$ cat src/rtl/axi_ram_native_bridge_if.sv
// rtl/axi_ram_native_bridge_if.sv - AXI4 slave channels and native memory command port of the RAM bridge
interface axi_ram_native_bridge_if #(
  parameter int ID_WIDTH   = 5,
  parameter int ADDR_WIDTH = 28
);
  logic [ID_WIDTH-1:0]   i_awid;
  logic [31:0]           i_awaddr;
  logic [7:0]            i_awlen;
  logic [2:0]            i_awsize;
  logic [1:0]            i_awburst;
  logic                  i_awvalid;
  logic                  o_awready;
  logic [63:0]           i_wdata;
  logic [7:0]            i_wstrb;
  logic                  i_wlast;
  logic                  i_wvalid;
  logic                  o_wready;
  logic [ID_WIDTH-1:0]   o_bid;
  logic [1:0]            o_bresp;
  logic                  o_bvalid;
  logic                  i_bready;
  logic [ID_WIDTH-1:0]   i_arid;
  logic [31:0]           i_araddr;
  logic [7:0]            i_arlen;
  logic [2:0]            i_arsize;
  logic [1:0]            i_arburst;
  logic                  i_arvalid;
  logic                  o_arready;
  logic [ID_WIDTH-1:0]   o_rid;
  logic [63:0]           o_rdata;
  logic [1:0]            o_rresp;
  logic                  o_rlast;
  logic                  o_rvalid;
  logic                  i_rready;
  logic                  o_mem_valid;
  logic                  i_mem_ready;
  logic                  o_mem_we;
  logic [ADDR_WIDTH-4:0] o_mem_addr;
  logic [63:0]           o_mem_wdata;
  logic [7:0]            o_mem_wstrb;
  logic                  i_mem_rvalid;
  logic [63:0]           i_mem_rdata;

  modport slave (
    input  i_awid, i_awaddr, i_awlen, i_awsize, i_awburst, i_awvalid,
    output o_awready,
    input  i_wdata, i_wstrb, i_wlast, i_wvalid,
    output o_wready,
    output o_bid, o_bresp, o_bvalid,
    input  i_bready,
    input  i_arid, i_araddr, i_arlen, i_arsize, i_arburst, i_arvalid,
    output o_arready,
    output o_rid, o_rdata, o_rresp, o_rlast, o_rvalid,
    input  i_rready,
    output o_mem_valid, o_mem_we, o_mem_addr, o_mem_wdata, o_mem_wstrb,
    input  i_mem_ready, i_mem_rvalid, i_mem_rdata
  );

  modport master (
    output i_awid, i_awaddr, i_awlen, i_awsize, i_awburst, i_awvalid,
    input  o_awready,
    output i_wdata, i_wstrb, i_wlast, i_wvalid,
    input  o_wready,
    input  o_bid, o_bresp, o_bvalid,
    output i_bready,
    output i_arid, i_araddr, i_arlen, i_arsize, i_arburst, i_arvalid,
    input  o_arready,
    input  o_rid, o_rdata, o_rresp, o_rlast, o_rvalid,
    output i_rready,
    input  o_mem_valid, o_mem_we, o_mem_addr, o_mem_wdata, o_mem_wstrb,
    output i_mem_ready, i_mem_rvalid, i_mem_rdata
  );
endinterface

$ cat src/rtl/axi_ram_native_bridge.sv
// rtl/axi_ram_native_bridge.sv - AXI4 burst to single-beat native memory bridge (option: RAM_BRIDGE_WLAST_CHECK_EN)
module axi_ram_native_bridge #(
  parameter int ID_WIDTH   = 5,
  parameter int ADDR_WIDTH = 28
) (
  input  logic                    clk,
  input  logic                    rst,
  axi_ram_native_bridge_if.slave  bus
);

  typedef enum logic [2:0] {IDLE, WR_DATA, WR_RESP, RD_CMD, RD_WAIT, RD_DATA} state_t;

  state_t              state, state_nxt;
  logic                last_wr;
  logic [ID_WIDTH-1:0] id_q;
  logic [31:0]         addr_q;
  logic [7:0]          len_q;
  logic [7:0]          beat_q;
  logic [2:0]          size_q;
  logic [1:0]          burst_q;
  logic [63:0]         rdata_q;
  logic                grant_wr, grant_rd;
  logic                wr_beat, rd_beat, last_beat;
  logic [31:0]         addr_next;
  logic                err_q;

  // On a tie the direction that lost the previous grant wins
  assign grant_wr  = (state == IDLE) && bus.i_awvalid && (!bus.i_arvalid || !last_wr);
  assign grant_rd  = (state == IDLE) && bus.i_arvalid && (!bus.i_awvalid ||  last_wr);
  assign last_beat = (beat_q == len_q);
  assign wr_beat   = (state == WR_DATA) && bus.i_wvalid && bus.i_mem_ready;
  assign rd_beat   = (state == RD_DATA) && bus.i_rready;
  // FIXED holds the address; INCR and WRAP both step by the beat size
  assign addr_next = (burst_q == 2'b00) ? addr_q : addr_q + (32'd1 << size_q);

  // State register
  always_ff @(posedge clk or posedge rst) begin
    if (rst) state <= IDLE;
    else     state <= state_nxt;
  end

  // Next-state selection
  always_comb begin
    state_nxt = state;
    case (state)
      IDLE:    if (grant_wr) state_nxt = WR_DATA;
               else if (grant_rd) state_nxt = RD_CMD;
      WR_DATA: if (wr_beat && last_beat) state_nxt = WR_RESP;
      WR_RESP: if (bus.i_bready) state_nxt = IDLE;
      RD_CMD:  if (bus.i_mem_ready) state_nxt = RD_WAIT;
      RD_WAIT: if (bus.i_mem_rvalid) state_nxt = RD_DATA;
      RD_DATA: if (rd_beat) state_nxt = last_beat ? IDLE : RD_CMD;
      default: state_nxt = IDLE;
    endcase
  end

  // Burst context capture, address/beat advance and read data holding
  always_ff @(posedge clk or posedge rst) begin
    if (rst) begin
      last_wr <= 1'b0;
      id_q    <= '0;
      addr_q  <= '0;
      len_q   <= '0;
      beat_q  <= '0;
      size_q  <= '0;
      burst_q <= '0;
      rdata_q <= '0;
    end else begin
      if (grant_wr) begin
        last_wr <= 1'b1;
        id_q    <= bus.i_awid;
        addr_q  <= bus.i_awaddr;
        len_q   <= bus.i_awlen;
        size_q  <= bus.i_awsize;
        burst_q <= bus.i_awburst;
        beat_q  <= '0;
      end else if (grant_rd) begin
        last_wr <= 1'b0;
        id_q    <= bus.i_arid;
        addr_q  <= bus.i_araddr;
        len_q   <= bus.i_arlen;
        size_q  <= bus.i_arsize;
        burst_q <= bus.i_arburst;
        beat_q  <= '0;
      end else if (wr_beat || (rd_beat && !last_beat)) begin
        addr_q  <= addr_next;
        beat_q  <= beat_q + 8'd1;
      end
      if (state == RD_WAIT && bus.i_mem_rvalid) rdata_q <= bus.i_mem_rdata;
    end
  end

`ifdef RAM_BRIDGE_WLAST_CHECK_EN
  // Sticky wlast-position error for the current write burst
  always_ff @(posedge clk or posedge rst) begin
    if (rst)                                        err_q <= 1'b0;
    else if (state == IDLE)                         err_q <= 1'b0;
    else if (wr_beat && (bus.i_wlast != last_beat)) err_q <= 1'b1;
  end
`else
  logic unused_wlast;
  assign unused_wlast = bus.i_wlast;
  assign err_q        = 1'b0;
`endif

  // Channel handshakes and native command drive decoded from state
  always_comb begin
    bus.o_awready   = grant_wr;
    bus.o_arready   = grant_rd;
    bus.o_wready    = 1'b0;
    bus.o_bvalid    = 1'b0;
    bus.o_bid       = id_q;
    bus.o_bresp     = 2'b00;
    bus.o_rvalid    = 1'b0;
    bus.o_rid       = id_q;
    bus.o_rdata     = rdata_q;
    bus.o_rresp     = 2'b00;
    bus.o_rlast     = 1'b0;
    bus.o_mem_valid = 1'b0;
    bus.o_mem_we    = 1'b0;
    bus.o_mem_addr  = addr_q[ADDR_WIDTH-1:3];
    bus.o_mem_wdata = '0;
    bus.o_mem_wstrb = '0;
    case (state)
      WR_DATA: begin
        bus.o_mem_valid = bus.i_wvalid;
        bus.o_mem_we    = 1'b1;
        bus.o_mem_wdata = bus.i_wdata;
        bus.o_mem_wstrb = bus.i_wstrb;
        bus.o_wready    = bus.i_mem_ready;
      end
      WR_RESP: begin
        bus.o_bvalid = 1'b1;
        bus.o_bresp  = err_q ? 2'b10 : 2'b00;
      end
      RD_CMD:  bus.o_mem_valid = 1'b1;
      RD_DATA: begin
        bus.o_rvalid = 1'b1;
        bus.o_rlast  = last_beat;
      end
      default: ;
    endcase
  end

endmodule

$ cat src/flat_wrapper.sv
// flat-port wrapper written by rule: the top's interface ports become plain ports
module axi_ram_native_bridge_flat 
#(
  parameter int ID_WIDTH   = 5,
  parameter int ADDR_WIDTH = 28
)
  (clk, rst, bus_i_awid, bus_i_awaddr, bus_i_awlen, bus_i_awsize, bus_i_awburst, bus_i_awvalid, bus_o_awready, bus_i_wdata, bus_i_wstrb, bus_i_wlast, bus_i_wvalid, bus_o_wready, bus_o_bid, bus_o_bresp, bus_o_bvalid, bus_i_bready, bus_i_arid, bus_i_araddr, bus_i_arlen, bus_i_arsize, bus_i_arburst, bus_i_arvalid, bus_o_arready, bus_o_rid, bus_o_rdata, bus_o_rresp, bus_o_rlast, bus_o_rvalid, bus_i_rready, bus_o_mem_valid, bus_o_mem_we, bus_o_mem_addr, bus_o_mem_wdata, bus_o_mem_wstrb, bus_i_mem_ready, bus_i_mem_rvalid, bus_i_mem_rdata);
  axi_ram_native_bridge_if #(.ID_WIDTH(ID_WIDTH), .ADDR_WIDTH(ADDR_WIDTH)) bus_i ();
  input  logic clk;
  input  logic rst;
  input wire logic [$bits(bus_i.i_awid)-1:0] bus_i_awid;
  input wire logic [$bits(bus_i.i_awaddr)-1:0] bus_i_awaddr;
  input wire logic [$bits(bus_i.i_awlen)-1:0] bus_i_awlen;
  input wire logic [$bits(bus_i.i_awsize)-1:0] bus_i_awsize;
  input wire logic [$bits(bus_i.i_awburst)-1:0] bus_i_awburst;
  input wire logic [$bits(bus_i.i_awvalid)-1:0] bus_i_awvalid;
  output wire logic [$bits(bus_i.o_awready)-1:0] bus_o_awready;
  input wire logic [$bits(bus_i.i_wdata)-1:0] bus_i_wdata;
  input wire logic [$bits(bus_i.i_wstrb)-1:0] bus_i_wstrb;
  input wire logic [$bits(bus_i.i_wlast)-1:0] bus_i_wlast;
  input wire logic [$bits(bus_i.i_wvalid)-1:0] bus_i_wvalid;
  output wire logic [$bits(bus_i.o_wready)-1:0] bus_o_wready;
  output wire logic [$bits(bus_i.o_bid)-1:0] bus_o_bid;
  output wire logic [$bits(bus_i.o_bresp)-1:0] bus_o_bresp;
  output wire logic [$bits(bus_i.o_bvalid)-1:0] bus_o_bvalid;
  input wire logic [$bits(bus_i.i_bready)-1:0] bus_i_bready;
  input wire logic [$bits(bus_i.i_arid)-1:0] bus_i_arid;
  input wire logic [$bits(bus_i.i_araddr)-1:0] bus_i_araddr;
  input wire logic [$bits(bus_i.i_arlen)-1:0] bus_i_arlen;
  input wire logic [$bits(bus_i.i_arsize)-1:0] bus_i_arsize;
  input wire logic [$bits(bus_i.i_arburst)-1:0] bus_i_arburst;
  input wire logic [$bits(bus_i.i_arvalid)-1:0] bus_i_arvalid;
  output wire logic [$bits(bus_i.o_arready)-1:0] bus_o_arready;
  output wire logic [$bits(bus_i.o_rid)-1:0] bus_o_rid;
  output wire logic [$bits(bus_i.o_rdata)-1:0] bus_o_rdata;
  output wire logic [$bits(bus_i.o_rresp)-1:0] bus_o_rresp;
  output wire logic [$bits(bus_i.o_rlast)-1:0] bus_o_rlast;
  output wire logic [$bits(bus_i.o_rvalid)-1:0] bus_o_rvalid;
  input wire logic [$bits(bus_i.i_rready)-1:0] bus_i_rready;
  output wire logic [$bits(bus_i.o_mem_valid)-1:0] bus_o_mem_valid;
  output wire logic [$bits(bus_i.o_mem_we)-1:0] bus_o_mem_we;
  output wire logic [$bits(bus_i.o_mem_addr)-1:0] bus_o_mem_addr;
  output wire logic [$bits(bus_i.o_mem_wdata)-1:0] bus_o_mem_wdata;
  output wire logic [$bits(bus_i.o_mem_wstrb)-1:0] bus_o_mem_wstrb;
  input wire logic [$bits(bus_i.i_mem_ready)-1:0] bus_i_mem_ready;
  input wire logic [$bits(bus_i.i_mem_rvalid)-1:0] bus_i_mem_rvalid;
  input wire logic [$bits(bus_i.i_mem_rdata)-1:0] bus_i_mem_rdata;
  assign bus_i.i_awid = bus_i_awid;
  assign bus_i.i_awaddr = bus_i_awaddr;
  assign bus_i.i_awlen = bus_i_awlen;
  assign bus_i.i_awsize = bus_i_awsize;
  assign bus_i.i_awburst = bus_i_awburst;
  assign bus_i.i_awvalid = bus_i_awvalid;
  assign bus_o_awready = bus_i.o_awready;
  assign bus_i.i_wdata = bus_i_wdata;
  assign bus_i.i_wstrb = bus_i_wstrb;
  assign bus_i.i_wlast = bus_i_wlast;
  assign bus_i.i_wvalid = bus_i_wvalid;
  assign bus_o_wready = bus_i.o_wready;
  assign bus_o_bid = bus_i.o_bid;
  assign bus_o_bresp = bus_i.o_bresp;
  assign bus_o_bvalid = bus_i.o_bvalid;
  assign bus_i.i_bready = bus_i_bready;
  assign bus_i.i_arid = bus_i_arid;
  assign bus_i.i_araddr = bus_i_araddr;
  assign bus_i.i_arlen = bus_i_arlen;
  assign bus_i.i_arsize = bus_i_arsize;
  assign bus_i.i_arburst = bus_i_arburst;
  assign bus_i.i_arvalid = bus_i_arvalid;
  assign bus_o_arready = bus_i.o_arready;
  assign bus_o_rid = bus_i.o_rid;
  assign bus_o_rdata = bus_i.o_rdata;
  assign bus_o_rresp = bus_i.o_rresp;
  assign bus_o_rlast = bus_i.o_rlast;
  assign bus_o_rvalid = bus_i.o_rvalid;
  assign bus_i.i_rready = bus_i_rready;
  assign bus_o_mem_valid = bus_i.o_mem_valid;
  assign bus_o_mem_we = bus_i.o_mem_we;
  assign bus_o_mem_addr = bus_i.o_mem_addr;
  assign bus_o_mem_wdata = bus_i.o_mem_wdata;
  assign bus_o_mem_wstrb = bus_i.o_mem_wstrb;
  assign bus_i.i_mem_ready = bus_i_mem_ready;
  assign bus_i.i_mem_rvalid = bus_i_mem_rvalid;
  assign bus_i.i_mem_rdata = bus_i_mem_rdata;
  axi_ram_native_bridge #(.ID_WIDTH(ID_WIDTH), .ADDR_WIDTH(ADDR_WIDTH)) u_core (.clk(clk), .rst(rst), .bus(bus_i));
endmodule
$ cat config.mk
export PLATFORM = sky130hd
export DESIGN_NAME = axi_ram_native_bridge_flat
export DESIGN_NICKNAME = d
export VERILOG_FILES = /design/src/rtl/axi_ram_native_bridge_if.sv /design/src/rtl/axi_ram_native_bridge.sv /design/src/flat_wrapper.sv
export SDC_FILE = /design/constraint.sdc
export NUM_CORES = 1
export LEC_CHECK = 0
export BUFFER_PORTS_ARGS = -buffer_cell sky130_fd_sc_hd__buf_2
export CORE_AREA = 2 2 168 170
export CTS_CLUSTER_SIZE = 16
export DETAILED_ROUTE_END_ITERATION = 10
export DIE_AREA = 0 0 170 172
export GPL_ROUTABILITY_DRIVEN = 0
export PLACE_DENSITY = 0.52
export SYNTH_ARGS = -nofsm -noshare
export SYNTH_HDL_FRONTEND = slang
export SYNTH_SLANG_ARGS = --single-unit
export TNS_END_PERCENT = 10
$ cat constraint.sdc
create_clock -name clk -period 3.5 [get_ports clk]
set_input_delay 0.525 -clock clk [delete_from_list [all_inputs] [get_ports clk]]
set_output_delay 0.525 -clock clk [all_outputs]
set_load 0.05 [all_outputs]
== Word level (Yosys, flattened, before mapping) ==
Cells that the tools add are included.

* Add/subtract/negate cells: 2
* Eq/ne operators: 13
* Shifts and indexed selects: 1
* Multiplexer cells: 34
* Reduce and logical (&&, ||, !) cells: 23

{| class="wikitable"
|+ Operators with widths
! cell !! number
|-
| 32-bit 2-to-1 mux || 4
|-
| 64-bit 2-to-1 mux || 1
|-
| 8-bit 2-to-1 mux || 6
|-
| 32-bit adder || 1
|-
| 1-bit by 3-bit left shift with 32-bit output, first input constant || 1
|-
| 3-bit 2-to-1 mux || 9
|-
| 3-bit case mux with 6 select lines || 1
|-
| 1-bit logical AND || 10
|-
| 5-bit 2-to-1 mux || 2
|-
| 8-bit by 1-bit adder with 8-bit output, second input constant || 1
|-
| 8-bit == test || 1
|-
| 2-bit inequality test, second input constant || 4
|-
| 1-bit 2-to-1 mux || 7
|-
| 3-bit by 2-bit == test with 1-bit output, second input constant || 2
|-
| 3-bit == test, second input constant || 2
|-
| 2-bit 2-to-1 mux || 3
|-
| 3-bit inequality test, second input constant || 2
|-
| 6-bit AND reduction || 1
|-
| 1-bit zero test || 4
|-
| 3-bit by 1-bit == test with 1-bit output, second input constant || 1
|-
| 3-bit zero test || 1
|-
| 1-bit logical OR || 3
|-
| 3-bit nonzero test || 1
|-
| 2-bit zero test || 1
|-
| 4 further kinds || 4
|}

* Register bits: 126
* Word-level logic and storage cells: 82

== Logic depth before layout (Yosys ltp) ==
* Word-level depth: 7
* Gate-level depth with buffers: 12
* Mapped depth without buffers: 10

== Least setup slack after synthesis ==
Ideal clock, no wire load.

* Path kind: register to register
* Start point: register u_core.size_q[0]
* End point: register u_core.addr_q[22]
* Setup time: 0.126 ns
* Arrival: 2.591 ns
* Data required time: 3.374 ns
* Slack: 0.783 ns
* Stages on the path, launching flop included: 12
* Cell sequence: dfrtp_1 > clkbuf_1 > nor3_1 > ha_1 > inv_1 > fa_1 > nand2b_1 > a21oi_1 > o221ai_2 > nor4_1 > o21ai_0 > a221o_1

* Word-level cells in the longest chain between the ends: 6

{| class="wikitable"
|+ Ends and longest elaborated chain
! element !! line !! source
|-
| start, declared || axi_ram_native_bridge.sv:19 || <nowiki>logic [2:0] size_q;</nowiki>
|-
| start signal, assigned || axi_ram_native_bridge.sv:74 || <nowiki>size_q <= bus.i_awsize;</nowiki>
|-
| start signal, assigned || axi_ram_native_bridge.sv:82 || <nowiki>size_q <= bus.i_arsize;</nowiki>
|-
| 1-bit by 3-bit left shift with 32-bit output || axi_ram_native_bridge.sv:34 || <nowiki>assign addr_next = (burst_q == 2'b00) ? addr_q : addr_q + (32'd1 << size_q);</nowiki>
|-
| 32-bit adder || axi_ram_native_bridge.sv:34 ||
|-
| 32-bit 2-to-1 mux || axi_ram_native_bridge.sv:34 ||
|-
| 32-bit 2-to-1 mux || axi_ram_native_bridge.sv:85 || <nowiki>end else if (wr_beat || (rd_beat && !last_beat)) begin</nowiki>
|-
| 32-bit 2-to-1 mux || axi_ram_native_bridge.sv:77 || <nowiki>end else if (grant_rd) begin</nowiki>
|-
| 32-bit 2-to-1 mux || axi_ram_native_bridge.sv:69 || <nowiki>if (grant_wr) begin</nowiki>
|-
| end signal, assigned || axi_ram_native_bridge.sv:72 || <nowiki>addr_q <= bus.i_awaddr;</nowiki>
|-
| end signal, assigned || axi_ram_native_bridge.sv:80 || <nowiki>addr_q <= bus.i_araddr;</nowiki>
|-
| end signal, assigned || axi_ram_native_bridge.sv:86 || <nowiki>addr_q <= addr_next;</nowiki>
|-
| end, declared || axi_ram_native_bridge.sv:16 || <nowiki>logic [31:0] addr_q;</nowiki>
|}

Every way passes these cells. The select of a mux whose other input is x is not followed.
A chain may end at the register's enable or synchronous reset.

== Worst setup path in the final report ==
Ends and elaborated chain as after synthesis.

==> metrics.yaml <==
power_leakage_uw: 0.004991
die_area_sq_um: 29240
worstRegToRegCells: 10
synth_edf_count: 0
relSlewSlack_pct: 44.28
nNetsFinal: 1366
setup_violations: 0
synth_flop_cell: "dfrtp_1"
vias_per_cell: 4.719
hold_ws_ns: 0.2980
clkPwrFrac_pct: 16.3
ant_nets: 0
grt_max_degree: 123
floorplan.initialDensity_pct: 25.99
hp-class: "in -> async"
worst_setup_path_end_kind: "register"
vdd_drop_max_mv: 0.3435
p_per_area_nw_per_um2: 1083
htreeDepth: 4
critPathRequiredTime_ns: 3.80
dp.cells: 1437
cts.clk_slew.worst_paths_ns: 0.06
grt_pass1_wl_microns: 38050
hold_buffers: 0
crit_fanout: 9
critPathKind: "reg -> reg"
avgRoutedWirePerCell_microns: 17.55
place_hpwl_microns: 19900
final_cells: 1470
min_period_ns: 3.065
cts_num_sinks: 122
cts_buffers: 17
dp_slack_ns: 0.4362
reg2reg_to: "u_core.addr_q[22]"
p_int_uw: 4894
dr_total_vias: 6937
syn_area_per_cell_sq_um: 9.717
fin_setup_tns_ns: 0
dieHeight_microns: 172
nFillCells: 2909
wirelength_microns: 25800
grt.overflow.total: 0
tightest_slew_ns: 0.8358
rsz0062_at_grt: "false"
hold_viol_final: 0
combPwrFrac_pct: 59.4
ys_seq_area_share_pct: 42.75
fp-row-count: 61
power_uw: 10750
drv_slew: 0
drc: 0
cts_root_buf: "clkbuf_16"
syn_area_sq_um: 7142
startpoint_type: "register"
skew_ns: 0.01135
yosysWarnings: 0
drt_first_pass_iters: 5
drt-initial-drc-count: 443
area_delta_synth_final_pct: 39.00
p_sw_share_pct: 54.48
syn_inst: 735
grt_usage_pct: 16.99
worst_slack_ns: 0.4352
async_flop_share_pct: 100.0
cts_max_path_buffers: 2
port_buffers: 415
tritoncts: "done"
maxCapViolCount: 0
seqPwrFrac_pct: 24.3
insertion_delay_ns: 0.42
r2r_setup_slack_ns: 0.44
crit-reg2reg-launch: "u_core.size_q[0]"
post_cts_buffers: 0
ys_types: 69
io_pins: 429
arrival_ns: 3.36
coreArea_sq_um: 27480
ff_latch_area_sq_um: 3053
status: "finished clean"
power_switching_uw: 5858
die_x_microns: 170
multiInputGateArea_sq_um: 3602
antenna_found_initial: 4
synth_seq_cells: 122
cts_resized: 0
drive_gt1_share_pct: 48.93
first_global_vias: 6649
timing.fmax_ghz: 0.3263
period_share_pct: 87.56
-- critical path, cell delays in order (launching register included) --
cell and delay, ns:
dfrtp_1 0.47, nor3_1 0.21, ha_1 0.23, inv_1 0.07
fa_1 0.39, nand2b_1 0.17, a21oi_1 0.20, o221ai_2 0.24
nor4_1 0.49, o21ai_0 0.15, a221o_1 0.31
-- how the worst max path moves through the flow --
| stage | from | to | slack (ns) | cells past startpoint |
|---|---|---|---|---|
| after floorplan | u_core.size_q[0] | u_core.addr_q[22] | 0.78 | 11 |
| after global placement | u_core.size_q[0] | u_core.addr_q[22] | 0.54 | 10 |
| after detailed placement | u_core.size_q[0] | u_core.addr_q[22] | 0.44 | 10 |
| after CTS | u_core.size_q[0] | u_core.addr_q[22] | 0.44 | 10 |
| after global routing | u_core.size_q[0] | u_core.addr_q[22] | 0.13 | 10 |
| final | u_core.size_q[0] | u_core.addr_q[22] | 0.44 | 10 |
-- per-layer routing --
layer | vias up | part of all wire (%) | GRT usage, %
met5 | - | 0.081 | 0
met4 | 4 | 1.6 | 5.128
met3 | 22 | 6.4 | 3.777
met2 | 285 | 52 | 30.26
met1 | 3295 | 40 | 20.51
li1 | 3331 | - | -
-- cell families after synthesis --
| logic type | synth area share, % |
|---|---|
| and+or+nand+nor | 19.32 |
| muxes | 10.69 |
| adders and majority gates | 1.857 |
| other | 0.05251 |
| buffers and inverters | 7.095 |
| AOI/OAI and AO/OA | 16.03 |
| DFF | 42.75 |
| xor gates and xnor gates | 2.207 |
-- through the flow --
| stage | cell area, sq um | util [%] |
|---|---|---|
| global placement | 9346 | 34.02 |
| CTS | 9922 | 36.11 |
| global route | 9922 | 36.11 |
| floorplan | 7157 | - |
| finish | 9927 | 36.13 |
| detailed placement | 9346 | 34.02 |
-- synthesized netlist by cell type (5+ instances only) --
library cell	instances	area (sq um)
a22o_1	7	61.31
o22ai_1	26	162.7
and2_1	75	469.2
nand4_1	7	43.79
dfrtp_1	122	3053
nor3_1	12	60.06
nor2_1	64	240.2
buf_4	36	270.3
o31ai_1	5	37.54
a221o_1	6	60.06
mux2_2	66	743.2
buf_2	18	90.09
a21oi_1	25	125.1
clkbuf_1	19	71.32
o211ai_1	14	105.1
xor2_1	12	105.1
o21ai_0	41	205.2
nand3_1	11	55.05
xnor2_1	6	52.55
inv_1	13	48.80
and3_1	9	56.30
nand2_1	47	176.4
ha_1	9	112.6
a211oi_1	7	52.55
-- state kept, by name, indices dropped and copies added, names as in the netlist --
signal and flops:
u_core.len_q 8, u_core.burst_q 2, u_core.beat_q 8, u_core.addr_q 28, u_core.bus.o_bid 5, u_core.size_q 3, u_core.state 3, u_core.bus.o_rdata 64
u_core.last_wr 1
-- placed cells by master, fill, tap and decap left out, types with 11 or more instances in the layout --
cell type  count
inv_1         12
dfrtp_1      122
clkbuf_16     17
nor3_1        12
o22ai_1       26
mux2_2        66
nand3_1       11
o211ai_1      14
buf_2        415
nand2_1       46
a21oi_1       25
xor2_1        12
nor2_1        64
buf_4         14
o21ai_0       41
and2_1        75
-- cell type report --
type	instances	share of cell area, %
clock inverters	14	1.512
diodes	2	0.05042
repair buffers	430	22.18
multi-input cells	525	36.29
inverters	14	0.5672
flip-flops and latches	122	30.75
clock buffers	17	4.285
well taps	346	4.361
-- power by group through the flow --
stage	registers, uW	logic, uW	clock network (uW)
finish	2610	6390	1750
global route	2720	6820	1870
CTS	2610	6460	1800
detailed placement	2630	6450	0
global placement	2600	6410	0
floorplan	3820	3820	0
(Power assumes the default switching activity.)
